### src/rtl/cla_pkg.sv
// Shared constants and types for the two-level carry-lookahead adder.
// Group size, group count helper and the per-group {G,P} pair.
package cla_pkg;

  localparam int GROUP_W = 4;

  typedef struct packed {
    logic g;
    logic p;
  } gp_t;

  function automatic int num_groups(input int width);
    return width / GROUP_W;
  endfunction

endpackage

### src/rtl/cla_adder_block4.sv
// 4-bit lookahead group: flat sum-of-products carries,
// sum slice and group generate/propagate.
module cla_block4
  import cla_pkg::*;
(
  input  logic [3:0] a,
  input  logic [3:0] b,
  input  logic       cin,
  output logic [3:0] s,
  output gp_t        gp
);

  logic [3:0] g;
  logic [3:0] p;
  logic [3:0] c;

  always_comb begin
    g = a & b;
    p = a ^ b;
    c[0] = cin;
    c[1] = g[0] | (p[0] & cin);
    c[2] = g[1] | (p[1] & g[0])
         | (p[1] & p[0] & cin);
    c[3] = g[2] | (p[2] & g[1])
         | (p[2] & p[1] & g[0])
         | (p[2] & p[1] & p[0] & cin);
    s = p ^ c;
    gp.g = g[3] | (p[3] & g[2])
         | (p[3] & p[2] & g[1])
         | (p[3] & p[2] & p[1] & g[0]);
    gp.p = &p;
  end

endmodule

### src/rtl/cla_adder.sv
// Registered carry-lookahead adder, 1-cycle latency, valid flag.
// Define CLA_OVF_EN to add the registered signed-overflow port ovf.
module cla_adder
  import cla_pkg::*;
#(
  parameter int WIDTH = 4
) (
  input  logic             clk,
  input  logic             rst,
  input  logic             in_valid,
  input  logic [WIDTH-1:0] a,
  input  logic [WIDTH-1:0] b,
  input  logic             cin,
  output logic [WIDTH-1:0] sum,
  output logic             cout,
`ifdef CLA_OVF_EN
  output logic             ovf,
`endif
  output logic             out_valid
);

  localparam int NG = num_groups(WIDTH);

  gp_t [NG-1:0]     gp;
  logic [NG:0]      cg;
  logic [WIDTH-1:0] s_c;

  for (genvar k = 0; k < NG; k++) begin : g_blk
    cla_block4 u_blk (
      .a  (a[k*GROUP_W +: GROUP_W]),
      .b  (b[k*GROUP_W +: GROUP_W]),
      .cin(cg[k]),
      .s  (s_c[k*GROUP_W +: GROUP_W]),
      .gp (gp[k])
    );
  end

  // Each group carry is an independent product-sum of G/P/cin.
  always_comb begin
    logic acc;
    logic term;
    acc  = 1'b0;
    term = 1'b0;
    cg   = '0;
    cg[0] = cin;
    for (int k = 1; k <= NG; k++) begin
      acc = cin;
      for (int j = 0; j < k; j++)
        acc = acc & gp[j].p;
      for (int j = 0; j < k; j++) begin
        term = gp[j].g;
        for (int m = j + 1; m < k; m++)
          term = term & gp[m].p;
        acc = acc | term;
      end
      cg[k] = acc;
    end
  end

  logic [WIDTH-1:0] sum_d, sum_q;
  logic             cout_d, cout_q;
  logic             out_valid_d, out_valid_q;

`ifdef CLA_OVF_EN
  logic c_msb;
  logic ovf_d, ovf_q;

  // Carry into the MSB recovered from its sum and propagate bits.
  always_comb begin
    c_msb = s_c[WIDTH-1] ^ a[WIDTH-1] ^ b[WIDTH-1];
    ovf_d = ovf_q;
    if (in_valid)
      ovf_d = cg[NG] ^ c_msb;
  end

  always_ff @(posedge clk or posedge rst) begin
    if (rst) ovf_q <= 1'b0;
    else     ovf_q <= ovf_d;
  end

  assign ovf = ovf_q;
`endif

  always_comb begin
    sum_d       = sum_q;
    cout_d      = cout_q;
    out_valid_d = in_valid;
    if (in_valid) begin
      sum_d  = s_c;
      cout_d = cg[NG];
    end
  end

  always_ff @(posedge clk or posedge rst) begin
    if (rst) begin
      sum_q       <= '0;
      cout_q      <= 1'b0;
      out_valid_q <= 1'b0;
    end else begin
      sum_q       <= sum_d;
      cout_q      <= cout_d;
      out_valid_q <= out_valid_d;
    end
  end

  assign sum       = sum_q;
  assign cout      = cout_q;
  assign out_valid = out_valid_q;

endmodule

### config.mk
export PLATFORM = sky130hd
export DESIGN_NAME = cla_adder
export DESIGN_NICKNAME = d
export VERILOG_FILES = /design/src/rtl/cla_pkg.sv /design/src/rtl/cla_adder_block4.sv /design/src/rtl/cla_adder.sv
export SDC_FILE = /design/constraint.sdc
export NUM_CORES = 1
export LEC_CHECK = 0
export BUFFER_PORTS_ARGS = -buffer_cell sky130_fd_sc_hd__buf_2
export CAP_MARGIN = 25
export CORE_AREA = 5 5 42 44
export DETAILED_ROUTE_END_ITERATION = 8
export DIE_AREA = 0 0 47 49
export PLACE_DENSITY = 0.53
export SYNTH_ARGS = -nofsm -noshare
export SYNTH_HDL_FRONTEND = slang
export SYNTH_SLANG_ARGS = --single-unit
### constraint.sdc
create_clock -name clk -period 2.1 [get_ports clk]
set_clock_uncertainty 0.05 [all_clocks]
set_input_delay 0.105 -clock clk [delete_from_list [all_inputs] [get_ports clk]]
set_output_delay 0.105 -clock clk [all_outputs]
set_load 0.01 [all_outputs]
==> results.yml <==
route:
  post_drt_wl_per_cell_microns: 10.8
  starting_drt_drc_count: 1
  routed_wirelength_microns: 781
  antenna_left: 0
  drt_pass1_iterations: 2
  via_per_inst: 4.61
  post-route-drc-count: 0
  via_count: 332
finish:
  diodes: 0
  design.final.nets: 75
  register_area_sq_um: 150
  total_area_of_multi_input_combinational_cells_sq_um: 203
  final.fill_count: 164
  layout-drive-gt1-share: 0.393
  flow.area_growth_from_synthesis_pct: 35.2
clocking:
  clockBufferDepth: 2
  cts_htree_levels: 1
  clkLatencyLatePin_ns: 0.24
  clock-sinks: 6
  cts_repair_resizes: 0
  buffer_count_from_post_cts_setup_fixing: 0
  cts_made_buffers: 3
  clk_transition_reported_paths_ns: 0.05
  cts_root_buffer_type: "clkbuf_4"
  clock_tree_from_tritoncts: "built"
  post_cts_hold_buffer_count: 1
timing:
  hold_slack_ns: 0.0145
  totalNegativeSetupSlack_ns: 0
  post-route-period-util: 0.514
  hold_viol_final: 0
  post-route-worst-setup-slack_ns: 1.02
  relSlewSlack: 0.843
  timing.fmax_mhz: 926
  setup_viol: 0
  rsz0062_at_grt: "false"
  worstMarginPinSlew_ns: 0.235
  timing.final.crit_period_ns: 1.08
  report.final.slew_viol_count: 0
synth:
  synth_top_cells_by_count: "dfrtp_1, inv_1, ha_1, a211o_1, a21oi_1"
  postSynthCellCount: 36
  ys_ff_latch: 6
  synthFlopType: "dfrtp_1"
  yosys-top-cells-area: "dfrtp_1, ha_1, a211o_1"
  syn-num-nets: 53
  synth_largest_type_area_fraction: 0.399
  synthArstFlopShare: 1.00
  synth_largest_area_cell: "dfrtp_1"
  mappedNetlistArea_sq_um: 377
  avgSynthCellArea_sq_um: 10.5
  yosysMostFrequentCell: "dfrtp_1"
  synth_warnings: 0
  synth_cell_type_count: 19
  number_of_enable_flip_flop_cells_after_synthesis: 0
  seq_area_frac_synth: 0.399
die:
  boundaryPins: 18
  start_util: 0.269
  chipHeight_microns: 49
  die_area_sq_um: 2300
  fp.dieW_microns: 47
  core_area_sq_um: 1400
  rows: 14
critical_path:
  worstPathRequired_ns: 2.17
  worstPathMaxFanout: 2
  endpoint_kind: "register"
  worst-setup-path-type: "input port to register"
  setup.worst_path.start_class: "input port"
  critical_path_arrival_ns: 1.15
place:
  dpl.hpwl_microns: 684
  place_ws_ns: 0.759
  routabilityCongestion: 0.673
  io_buffer_count: 17
grt:
  grt_pass1_vias: 342
  largest_net_degree_at_the_start_of_global_routing: 9
  grt.overflow.total: 0
  grtUsageTotal: 0.0752
  grt_first_pass_wirelength_microns: 1260
  grt_antenna_before_repair: 0
job:
  maxCapViolCount: 0
pwr:
  power.ir.vdd_worst_uv: 224
  power_leakage_nw: 0.276
  p_total_mw: 0.347
  power_density_nw_per_um2: 682
outcome:
  run_status: "completed"
worst_hold_path:
  min_path_type: "input port to register"
-- metal layers --
metal,up-vias,wire length [microns],GRT usage
met1,151,335,0.0946
li1,169,-,-
met5,-,0,0
met2,12,378,0.0973
met3,0,67,0.0111
met4,0,0,0.0829
-- worst paths after layout --
kind | depth (start not counted) | slack [ns] | to | start
hold / removal | 1 | 0.01 | out_valid | in_valid
setup / recovery | 5 | 1.02 | sum[2] | a[0]
max in group asynchronous | 3 | 1.53 | sum[0] | rst
min in group asynchronous | 3 | 0.26 | out_valid | rst
hold reg to reg | 2 | 0.45 | cout | cout
setup reg to reg | 2 | 1.29 | sum[3] | sum[3]
-- flip-flops by register name, summed over array words and instances, names as in the netlist --
name	flops
cout	1
out_valid	1
sum	4
-- placed cells by master (no fill, tap or decap), drive strengths merged, types with 2 or more instances in the layout --
master	count
a211o	3
a21oi	3
buf	17
clkbuf	3
dfrtp	6
ha	4
inv	5
nand3	2
-- power by group --
| part | switching [mW] | internal (mW) | leakage, nW | total (mW) |
|---|---|---|---|---|
| Sequential | 0.00824 | 0.134 | 0.0709 | 0.142 |
| Combinational | 0.0488 | 0.0504 | 0.192 | 0.0992 |
| Clock | 0.0413 | 0.0646 | 0.0138 | 0.106 |
| Total | 0.0983 | 0.249 | 0.276 | 0.347 |
-- through the flow --
stage          cells  utilization  instance area (sq um)
2_1_floorplan     36            -                    377
3_3_place_gp      68        0.340                    477
3_5_place_dp      68        0.340                    477
4_1_cts           72        0.363                    509
5_1_grt           72        0.363                    509
6_report          72        0.363                    509
-- final cells by class --
type	instances	area share
clock buffers	3	0.0442
inverters	5	0.0369
multi-input cells	24	0.398
flip-flops and latches	6	0.295
well taps	16	0.0393
repair buffers	18	0.187
-- worst max-delay path: stages --
cell and delay (ns):
buf_2 0.11, ha_1 0.30, a21o_2 0.19, a211o_1 0.28, a22o_1 0.17
-- cell families (layout without fill, tap and decap cells) --
family / Yosys count / after routing / share of synthesized area
AO/OA/AOI/OAI: 11 / 11 / 0.209
flip-flops: 6 / 6 / 0.399
buffers and inverters: 6 / 26 / 0.0631
adder cells (fa/ha/maj): 5 / 5 / 0.186
AND/OR/NAND/NOR: 5 / 5 / 0.0631
multiplexers: 2 / 2 / 0.0565
XOR/XNOR: 1 / 1 / 0.0233
(Power assumes the default switching activity.)
